==> src/rtl/sd_card_pkg.sv <==
// Shared definitions for the SD card-side command responder: FSM states,
// response frame lengths and the CRC7 (x^7 + x^3 + 1) serial step.
package sd_card_pkg;

  typedef enum logic [2:0] {
    IDLE,
    RX,
    CHECK,
    WAIT,
    TX
  } sd_state_e;

  localparam int R1_LEN = 48;
  localparam int R2_LEN = 136;

  // x^7 + x^3 + 1 with the x^7 term implied by the shift
  localparam logic [6:0] CRC7_POLY = 7'h09;

  // One bit of the MSB-first CRC7 recurrence.
  function automatic logic [6:0] crc7_next(input logic [6:0] crc, input logic din);
    logic fb;
    fb = din ^ crc[6];
    return {crc[5:0], 1'b0} ^ (fb ? CRC7_POLY : 7'h00);
  endfunction

endpackage

==> src/rtl/sd_crc7_serial.sv <==
// Serial CRC7 accumulator. clr has priority over en; the register holds
// its value whenever neither is asserted.
module sd_crc7_serial
  import sd_card_pkg::*;
(
  input  logic       clk,
  input  logic       rst,
  input  logic       clr,
  input  logic       en,
  input  logic       din,
  output logic [6:0] crc
);

  // CRC register: clear, advance by one bit, or hold
  always_ff @(posedge clk or posedge rst) begin
    if (rst) begin
      crc <= 7'h00;
    end else if (clr) begin
      crc <= 7'h00;
    end else if (en) begin
      crc <= crc7_next(crc, din);
    end
  end

endmodule

==> src/rtl/sd_cmd_card_responder.sv <==
// Card-side model of the SD CMD line. Receives 48-bit host command tokens,
// checks direction, CRC7 and end bit, and answers with an R1 response after
// NCR released cycles. Optional feature macro SDC_RSP_LONG_EN: indices 2, 9
// and 10 are answered with a 136-bit R2 built from rsp_long_i.
module sd_cmd_card_responder
  import sd_card_pkg::*;
#(
  parameter int NCR = 2
)
(
  input  logic         sd_clk_i,
  input  logic         wb_rst_i,
  input  logic         sd_cmd_dat_i,
  output logic         sd_cmd_out_o,
  output logic         sd_cmd_oe_o,
  output logic         cmd_valid_o,
  output logic [5:0]   cmd_index_o,
  output logic [31:0]  cmd_arg_o,
  output logic         cmd_err_o,
  output logic         busy_o,
  input  logic [31:0]  rsp_arg_i
`ifdef SDC_RSP_LONG_EN
  ,
  input  logic [127:0] rsp_long_i
`endif
);

`ifdef SDC_RSP_LONG_EN
  localparam int TXW = 8;
  localparam int SHW = 128;
`else
  localparam int TXW = 6;
  localparam int SHW = 40;
`endif

  sd_state_e        state_q, state_d;
  logic [5:0]       rx_cnt_q, rx_cnt_d;
  logic [46:0]      rx_shift_q, rx_shift_d;
  logic [6:0]       wait_cnt_q, wait_cnt_d;
  logic [TXW-1:0]   tx_pos_q, tx_pos_d, tx_nxt;
  logic [SHW-1:0]   tx_shift_q, tx_shift_d;
  logic             out_q, out_d;
  logic             oe_q, oe_d;
  logic             valid_q, valid_d;
  logic             err_q, err_d;
  logic [5:0]       idx_q, idx_d;
  logic [31:0]      arg_q, arg_d;
  logic             crc_clr, crc_en, crc_din;
  logic [6:0]       crc_q;
  logic [SHW-1:0]   frame;
  logic [TXW-1:0]   tx_last, crc_start, crc_first;
`ifdef SDC_RSP_LONG_EN
  logic             long_q, long_d;
  logic             is_long;
`endif

  // Single CRC engine: checks the received token, then generates the response CRC
  sd_crc7_serial u_crc (
    .clk (sd_clk_i),
    .rst (wb_rst_i),
    .clr (crc_clr),
    .en  (crc_en),
    .din (crc_din),
    .crc (crc_q)
  );

`ifdef SDC_RSP_LONG_EN
  // Response framing: R2 for CID/CSD indices, otherwise R1 left-aligned
  always_comb begin
    is_long   = (idx_q == 6'd2) || (idx_q == 6'd9) || (idx_q == 6'd10);
    frame     = is_long ? {2'b00, 6'h3f, rsp_long_i[127:8]}
                        : {2'b00, idx_q, rsp_arg_i, 88'h0};
    tx_last   = long_q ? TXW'(R2_LEN - 1) : TXW'(R1_LEN - 1);
    crc_start = long_q ? TXW'(128) : TXW'(40);
    crc_first = long_q ? TXW'(8) : TXW'(1);
  end
`else
  // Response framing: R1 header and card status
  always_comb begin
    frame     = {2'b00, idx_q, rsp_arg_i};
    tx_last   = TXW'(R1_LEN - 1);
    crc_start = TXW'(40);
    crc_first = TXW'(1);
  end
`endif

  // Next-state and next-output logic for the command/response FSM
  always_comb begin
    state_d    = state_q;
    rx_cnt_d   = rx_cnt_q;
    rx_shift_d = rx_shift_q;
    wait_cnt_d = wait_cnt_q;
    tx_pos_d   = tx_pos_q;
    tx_shift_d = tx_shift_q;
    out_d      = out_q;
    oe_d       = oe_q;
    valid_d    = 1'b0;
    err_d      = 1'b0;
    idx_d      = idx_q;
    arg_d      = arg_q;
    crc_clr    = 1'b0;
    crc_en     = 1'b0;
    crc_din    = sd_cmd_dat_i;
    tx_nxt     = tx_pos_q + 1'b1;
`ifdef SDC_RSP_LONG_EN
    long_d     = long_q;
`endif
    case (state_q)
      IDLE: begin
        crc_clr = 1'b1;
        oe_d    = 1'b0;
        out_d   = 1'b1;
        if (!sd_cmd_dat_i) begin
          state_d  = RX;
          rx_cnt_d = 6'd47;
        end
      end
      RX: begin
        rx_shift_d = {rx_shift_q[45:0], sd_cmd_dat_i};
        rx_cnt_d   = rx_cnt_q - 1'b1;
        // transmission bit, index and argument feed the CRC; crc and end bit do not
        crc_en     = (rx_cnt_q > 6'd8);
        if (rx_cnt_q == 6'd1) begin
          state_d = CHECK;
        end
      end
      CHECK: begin
        crc_clr = 1'b1;
        state_d = IDLE;
        // a token with direction bit 0 came from another card: ignore it
        if (rx_shift_q[46]) begin
          if ((rx_shift_q[7:1] != crc_q) || !rx_shift_q[0]) begin
            err_d = 1'b1;
          end else begin
            valid_d = 1'b1;
            idx_d   = rx_shift_q[45:40];
            arg_d   = rx_shift_q[39:8];
            if (rx_shift_q[45:40] != 6'd0) begin
              state_d    = WAIT;
              wait_cnt_d = 7'(NCR - 1);
            end
          end
        end
      end
      WAIT: begin
        wait_cnt_d = wait_cnt_q - 1'b1;
        if (wait_cnt_q == 7'd0) begin
          state_d    = TX;
          tx_pos_d   = '0;
          tx_shift_d = {frame[SHW-2:0], 1'b0};
          out_d      = frame[SHW-1];
          oe_d       = 1'b1;
`ifdef SDC_RSP_LONG_EN
          long_d     = is_long;
`endif
        end
      end
      TX: begin
        if (tx_pos_q == tx_last) begin
          oe_d    = 1'b0;
          out_d   = 1'b1;
          state_d = IDLE;
        end else begin
          tx_pos_d = tx_nxt;
          crc_din  = tx_shift_q[SHW-1];
          crc_en   = (tx_nxt >= crc_first) && (tx_nxt < crc_start);
          if (tx_nxt == crc_start) begin
            // CRC is complete: send its MSB now and queue the rest plus the end bit
            out_d      = crc_q[6];
            tx_shift_d = {crc_q[5:0], 1'b1, {(SHW-7){1'b0}}};
          end else begin
            out_d      = tx_shift_q[SHW-1];
            tx_shift_d = {tx_shift_q[SHW-2:0], 1'b0};
          end
        end
      end
      default: state_d = IDLE;
    endcase
  end

  // State and output registers; reset releases the line immediately
  always_ff @(posedge sd_clk_i or posedge wb_rst_i) begin
    if (wb_rst_i) begin
      state_q    <= IDLE;
      rx_cnt_q   <= '0;
      rx_shift_q <= '0;
      wait_cnt_q <= '0;
      tx_pos_q   <= '0;
      tx_shift_q <= '0;
      out_q      <= 1'b1;
      oe_q       <= 1'b0;
      valid_q    <= 1'b0;
      err_q      <= 1'b0;
      idx_q      <= '0;
      arg_q      <= '0;
`ifdef SDC_RSP_LONG_EN
      long_q     <= 1'b0;
`endif
    end else begin
      state_q    <= state_d;
      rx_cnt_q   <= rx_cnt_d;
      rx_shift_q <= rx_shift_d;
      wait_cnt_q <= wait_cnt_d;
      tx_pos_q   <= tx_pos_d;
      tx_shift_q <= tx_shift_d;
      out_q      <= out_d;
      oe_q       <= oe_d;
      valid_q    <= valid_d;
      err_q      <= err_d;
      idx_q      <= idx_d;
      arg_q      <= arg_d;
`ifdef SDC_RSP_LONG_EN
      long_q     <= long_d;
`endif
    end
  end

  assign sd_cmd_out_o = out_q;
  assign sd_cmd_oe_o  = oe_q;
  assign cmd_valid_o  = valid_q;
  assign cmd_err_o    = err_q;
  assign cmd_index_o  = idx_q;
  assign cmd_arg_o    = arg_q;
  assign busy_o       = (state_q != IDLE);

endmodule

==> config.mk <==
export PLATFORM = sky130hd
export DESIGN_NAME = sd_cmd_card_responder
export DESIGN_NICKNAME = d
export VERILOG_FILES = /design/src/rtl/sd_card_pkg.sv /design/src/rtl/sd_crc7_serial.sv /design/src/rtl/sd_cmd_card_responder.sv
export SDC_FILE = /design/constraint.sdc
export NUM_CORES = 1
export LEC_CHECK = 0
export BUFFER_PORTS_ARGS = -buffer_cell sky130_fd_sc_hd__buf_2
export CAP_MARGIN = 25
export CORE_UTILIZATION = 27
export DETAILED_ROUTE_END_ITERATION = 8
export GPL_TIMING_DRIVEN = 0
export PLACE_DENSITY_LB_ADDON = 0.12
export SLEW_MARGIN = 20
export SYNTH_ARGS = -nofsm -noshare
export SYNTH_HDL_FRONTEND = slang
export SYNTH_SLANG_ARGS = --single-unit
==> constraint.sdc <==
create_clock -name sd_clk_i -period 6.7 [get_ports sd_clk_i]
set_clock_uncertainty 0.2 [all_clocks]
set_input_delay 0.335 -clock sd_clk_i [delete_from_list [all_inputs] [get_ports sd_clk_i]]
set_output_delay 0.335 -clock sd_clk_i [all_outputs]
set_load 0.01 [all_outputs]
==> flow_summary.yaml, run 1 <==
status:
  status: "finished clean"
synthesis:
  syn_avg_cell_area_um2: 9.93
  yosysWarnings: 0
  synth-seq-cells: 157
  synth_cells: 714
  synth_flop_cell: "dfrtp_1"
  synthTopCellsByArea: "dfrtp_1 (55%), nand2_1 (10%), mux2_2 (6.0%)"
  synthArstFlopShare_pct: 100
  synth_most_common_cell: "nand2_1"
  synth_nets: 756
  yosysUniqueCellTypes: 58
  synth_common_cells: "nand2_1 (198), dfrtp_1 (156), nor2_1 (52)"
  yosys.area.top_type_share_pct: 55.1
  synth.largest_area_cell: "dfrtp_1"
  synth-edff-count: 0
  syn-cell-area_mm2: 0.00709
  yosysSeqAreaShare_pct: 55.4
sta:
  slew_headroom_pct: 44.1
  min_period_over_period_pct: 40.0
  setup_viol: 0
  rsz0062_at_grt: "false"
  finalMaxSlewViolations: 0
  finalCriticalPeriod_ns: 2.68
  finalWorstSetupSlack_ns: 4.02
  worst_slew_pin_slew_ns: 0.837
  max_freq_mhz: 373
  finalHoldViolCount: 0
floorplan:
  rows: 58
  dieArea_mm2: 0.0269
  start_util_pct: 27.8
  die_h_um: 164
  coreArea_mm2: 0.0255
  die_w_um: 164
  io_pins: 78
critical_path:
  slowest_stage: "a2111oi_2"
  cp.required_ns: 6.86
  r2r_start: "tx_pos_q[0]"
  critPathLaunchType: "flip-flop"
  slowest_delay_ns: 0.79
  arrival_ns: 2.84
  crit_path_end_kind: "flip-flop"
  cp_num_buf_inv: 1
  critPathLaunch: "tx_pos_q[0]"
  critPathKind: "flip-flop to flip-flop"
  crit_family: "compound AO/OA/AOI/OAI gates"
  critical_path.cell_chain: "ha_1, clkbuf_1, a41o_4, a31oi_2, a2111oi_2, a22o_1"
  crit_fanout: 9
clocking:
  cts_buffers: 17
  root_buffer: "clkbuf_16"
  clock_path_buffers: 2
  cts.sinks: 157
  ctsResizeCount: 0
  cts_tree: "yes"
  post_cts_buffers: 0
  path_clk_slew_ns: 0.07
  clock_latency_ns: 0.43
  htreeDepth: 4
power:
  pwr_density_cell_mw_per_mm2: 309
  clockPowerShare_pct: 37.8
  p_int_mw: 1.83
  switchingPower_uw: 918
  pwr-share-comb_pct: 18.2
  power.leakage_nw: 4.32
  seq_power_share_pct: 44.1
  ir_drop_mv: 0.130
  p_sw_share_pct: 33.4
detailed_routing:
  top_layer: "met4"
  vias_per_cell: 4.57
  met1_length_um: 8490
  wl_per_cell_um: 14.6
  finalWirelength_um: 17400
  wl_met3_um: 542
  dr_wl_met2_um: 8120
  ant_nets: 0
  num_vias: 5421
  drt-pass1-iter-count: 4
  drt-initial-drc-count: 284
  drc_errors: 0
final_layout:
  antenna_cells: 0
  post-route-util_pct: 34.9
  syn_to_final_growth_pct: 25.5
  multi_input_area_mm2: 0.00288
  final_nets: 886
  drive_gt1_share_pct: 21.9
  fillers: 2624
  seqCellArea_mm2: 0.00393
global_route:
  grt_pass1_wl_um: 29200
  grt_overflow: 0
  grt_pass1_vias: 5456
  grt_max_degree: 91
  antenna_found_initial: 0
  grt.total_usage_pct: 13.9
placed_design:
  pre_cts_slack_ns: 4.04
  hpwl_um: 11600
  globalplace.congestion: 0.753
  io_buffers: 77
min_path:
  hp-start: "sd_cmd_dat_i"
  hold_path_class: "input port to flip-flop"
run:
  cap_viol_max_count: 0
registers in the layout, summed over array words and instances, names as in the netlist:
| register | cells |
|---|---|
| sd_cmd_oe_o | 1 |
| wait_cnt_q | 7 |
| tx_pos_q | 6 |
| sd_cmd_out_o | 1 |
| rx_shift_q | 47 |
| rx_cnt_q | 6 |
| cmd_err_o | 1 |
| state_q | 3 |
| cmd_arg_o | 32 |
| cmd_valid_o | 1 |
| cmd_index_o | 6 |
| tx_shift_q | 39 |
| u_crc.crc | 7 |
area by class of cell:
class | count | share of cell area (%)
Sequential cell | 157 | 44.2
Multi-Input combinational cell | 497 | 32.4
Timing Repair Buffer | 111 | 8.36
Clock buffer | 17 | 4.78
Tap cell | 330 | 4.64
Buffer | 47 | 2.56
Clock inverter | 15 | 2.42
Inverter | 13 | 0.633
worst register-to-register path, stage by stage (launching register included):
cell       delay, ns
dfrtp_1         0.42
ha_1            0.17
clkbuf_1        0.36
a41o_4          0.37
a31oi_2         0.07
a2111oi_2       0.79
a22o_1          0.25
placed cells by master, fill, tap and decap left out, types with 5 or more instances in the layout:
cell	synthesis	layout
o31ai_1	8	8
buf_2	13	90
a31oi_1	33	33
xnor2_1	10	10
a22o_1	8	8
buf_4	9	9
nand4_1	5	5
nor3_1	5	5
mux2_2	38	38
o21ai_0	11	11
inv_1	12	11
clkbuf_16	0	17
dfrtp_1	156	156
nand3_1	41	41
nand2_1	198	198
ha_1	7	7
xor2_1	6	6
nor2_1	52	52
nor3b_1	7	7
a211oi_1	5	5
inv_8	0	5
clkinv_8	0	5
a21oi_1	8	8
clkbuf_1	22	22
dlygate4sd3_1	0	33
per-stage QoR:
step / instance area, um2 / setup TNS, ns / instances / hold slack, ns / total power, mW
global route: 8890 / 0 / 1187 / 0.0414 / 2.91
finish: 8890 / 0 / 1187 / 0.0224 / 2.75
detailed placement: 7920 / 0 / 1122 / 0.225 / 1.72
floorplan: 7090 / 0 / 714 / 0.238 / 1.55
CTS: 8890 / 0 / 1187 / 0.00515 / 2.80
global placement: 7890 / -71.30 / 1121 / 0.260 / 1.72
kinds of logic after synthesis:
group	count (synthesis)	synth area share (%)
compound gates	93	9.50
xor+xnor	16	1.98
fa+ha+maj	7	1.24
buf+inv	60	3.90
flops	157	55.4
mux	42	6.83
simple gates	339	21.1
per-layer routing:
layer | track usage, % | vias to the layer above
met4 | 4.25 | 0
met2 | 22.0 | 85
met1 | 19.0 | 2626
li1 | - | 2694
met3 | 2.85 | 16
met5 | 0 | -
path summary, 6_finish.rpt:
check                                 to  slack, ns  cells after the start
min in group asynchronous  cmd_arg_o[30]       0.27                      3
setup reg to reg            u_crc.crc[3]       4.02                      6
hold reg to reg            tx_shift_q[1]       0.28                      2
hold / removal             rx_shift_q[0]       0.02                      3
max in group asynchronous   sd_cmd_out_o       5.19                      4
setup / recovery            u_crc.crc[3]       4.02                      6
timing repair:
| action | CTS | global route |
|---|---|---|
| endpoints found under the hold margin | 99 | 0 |
| hold buffers | 33 | 0 |
| endpoints found under the setup margin | 0 | 0 |
power by group through the flow:
stage | Combinational, mW | Sequential (mW) | Clock (mW)
2_1_floorplan | 0.372 | 1.18 | 0
3_3_place_gp | 0.490 | 1.23 | 0
3_5_place_dp | 0.495 | 1.23 | 0
4_1_cts | 0.512 | 1.21 | 1.07
5_1_grt | 0.577 | 1.23 | 1.10
6_report | 0.500 | 1.21 | 1.04
Note: power is estimated with default switching activity, not from simulation.
==> run 2, diff against run 1 <==
==> constraint.sdc (replaced) <==
create_clock -name sd_clk_i -period 2.8 [get_ports sd_clk_i]
set_clock_uncertainty 0.2 [all_clocks]
set_input_delay 0.14 -clock sd_clk_i [delete_from_list [all_inputs] [get_ports sd_clk_i]]
set_output_delay 0.14 -clock sd_clk_i [all_outputs]
set_load 0.01 [all_outputs]
==> flow_summary.yaml, run 2 (synthesis gave the netlist of run 1 again) <==
status:
  status: "finished clean"
critical_path:
  cp_num_buf_inv: 4
  crit_end: "rx_shift_q[43]"
  critPathLaunchType: "flip-flop"
  critPathKind: "flip-flop to flip-flop"
  reg2reg_to: "rx_shift_q[43]"
  critPathLaunch: "state_q[0]"
  crit_path_end_kind: "flip-flop"
  path_depth: 7
  crit_fanout: 10
  r2r_start: "state_q[0]"
  slowest_delay_ns: 0.55
  crit_family: "buffers and inverters"
  slowest_stage: "nor3_1"
  arrival_ns: 2.72
  crit_top_cell: "nand2_1"
  cp.required_ns: 2.96
  worst-r2r-cell-count: 7
  critical_path.cell_chain: "buf_4, inv_1, nor3_1, clkbuf_2, buf_1, nand2_1, nand2_1"
  reg2reg_setup_slack_ns: 0.24
clocking:
  root_buffer: "clkbuf_16"
  cts_tree: "yes"
  path_clk_slew_ns: 0.08
  htreeDepth: 4
  cts.sinks: 157
  clock_latency_ns: 0.42
  cts_buffers: 17
  clock_path_buffers: 2
  post_cts_buffers: 0
final_layout:
  antenna_cells: 0
  multi_input_area_mm2: 0.00290
  drive_gt1_share_pct: 22.4
  largest_register: "rx_shift_q"
  largest_reg_flops: 47
  layout_common_cells: "nand2_1 (198), dfrtp_1 (156), buf_2 (90)"
  syn_to_final_growth_pct: 26.2
  seqCellArea_mm2: 0.00393
  fillers: 2601
  post-route-util_pct: 35.1
  final_nets: 889
  final_common_cell: "nand2_1"
min_path:
  hold_path_class: "input port to async pin"
run:
  cap_viol_max_count: 0
detailed_routing:
  drt-initial-drc-count: 270
  vias_per_cell: 4.56
  finalWirelength_um: 17400
  drc_errors: 0
  wl_per_cell_um: 14.6
  drt-pass1-iter-count: 5
  num_vias: 5427
  ant_nets: 0
floorplan:
  start_util_pct: 27.8
  die_h_um: 164
  dieArea_mm2: 0.0269
  die_w_um: 164
  rows: 58
  io_pins: 78
  coreArea_mm2: 0.0255
placed_design:
  pre_cts_slack_ns: 0.158
  hpwl_um: 12000
  io_buffers: 77
  globalplace.congestion: 0.744
power:
  p_sw_share_pct: 33.4
  power.leakage_nw: 4.34
  clockPowerShare_pct: 36.4
  pwr-share-comb_pct: 18.6
  seq_power_share_pct: 44.9
  switchingPower_mw: 2.17
  ir_drop_mv: 0.357
  p_int_mw: 4.31
  pwr_density_cell_mw_per_mm2: 724
sta:
  min_period_over_period_pct: 91.4
  slew_headroom_pct: 56.4
  worst_slew_pin_slew_ns: 0.650
  finalHoldViolCount: 0
  finalCriticalPeriod_ns: 2.56
  finalWorstSetupSlack_ns: 0.241
  setup_tns_ns: 0
  finalMaxSlewViolations: 0
  rsz0062_at_grt: "false"
  max_freq_mhz: 391
  setup_viol: 0
global_route:
  grt_overflow: 0
  grt.total_usage_pct: 13.6
  antenna_found_initial: 0
  grt_pass1_wl_um: 28800
  grt_max_degree: 32
  grt_pass1_vias: 5345
==> run 2: area by class of cell <==
type	count	share of cell area, %
sequential	157	43.9
multi-input combinational	497	32.4
timing repair buffer	116	9.23
clock buffer	18	4.91
tap	330	4.62
buffer	45	2.48
clock inverter	14	1.89
inverter	13	0.587
==> run 2: worst reg2reg max path, stage by stage (launching register included) <==
cell and delay (ns):
dfrtp_1 0.48, buf_4 0.23, inv_1 0.10, nor3_1 0.55, clkbuf_2 0.37, buf_1 0.41
nand2_1 0.10, nand2_1 0.07
==> run 2: metal layers <==
layer	track usage (%)	share of wire, %
met5	0	0
met4	3.79	0.91
met3	2.65	2.9
met2	21.5	46
met1	18.9	50
==> run 2: metrics by stage <==
stage | hold slack (ns) | total power [mW] | area (um2) | instances
after CTS | 0.142 | 6.57 | 8940 | 1192
after detailed placement | 0.0662 | 4.14 | 7990 | 1126
after global routing | 0.166 | 6.89 | 8950 | 1190
after floorplan | 0.0454 | 3.72 | 7090 | 714
final | 0.134 | 6.48 | 8950 | 1190
after global placement | 0.201 | 4.12 | 7890 | 1121
==> run 2: worst min-delay path by stage <==
stage                          endpoint          from  cells past startpoint  slack [ns]
final                      cmd_arg_o[6]      wb_rst_i                      3        0.13
after global routing       cmd_arg_o[6]      wb_rst_i                      3        0.17
after CTS                  cmd_arg_o[5]      wb_rst_i                      3        0.14
after detailed placement   cmd_arg_o[9]      wb_rst_i                      2        0.07
after global placement    tx_shift_q[1]  rsp_arg_i[0]                      3        0.20
after floorplan           rx_shift_q[0]  sd_cmd_dat_i                      2        0.05
==> run 2: power by group through the flow <==
stage,clock [mW],sequential (mW),combinational (mW)
after floorplan,0,2.83,0.891
after global placement,0,2.95,1.17
after detailed placement,0,2.94,1.19
after CTS,2.44,2.90,1.23
after global routing,2.53,2.96,1.39
final,2.36,2.91,1.21
==> run 2: timing repair <==
action | CTS | global route
hold buffers | 34 | 0
setup endpoints to repair | 0 | 23
resized for setup | 0 | 3
endpoints found under the hold margin | 63 | 0
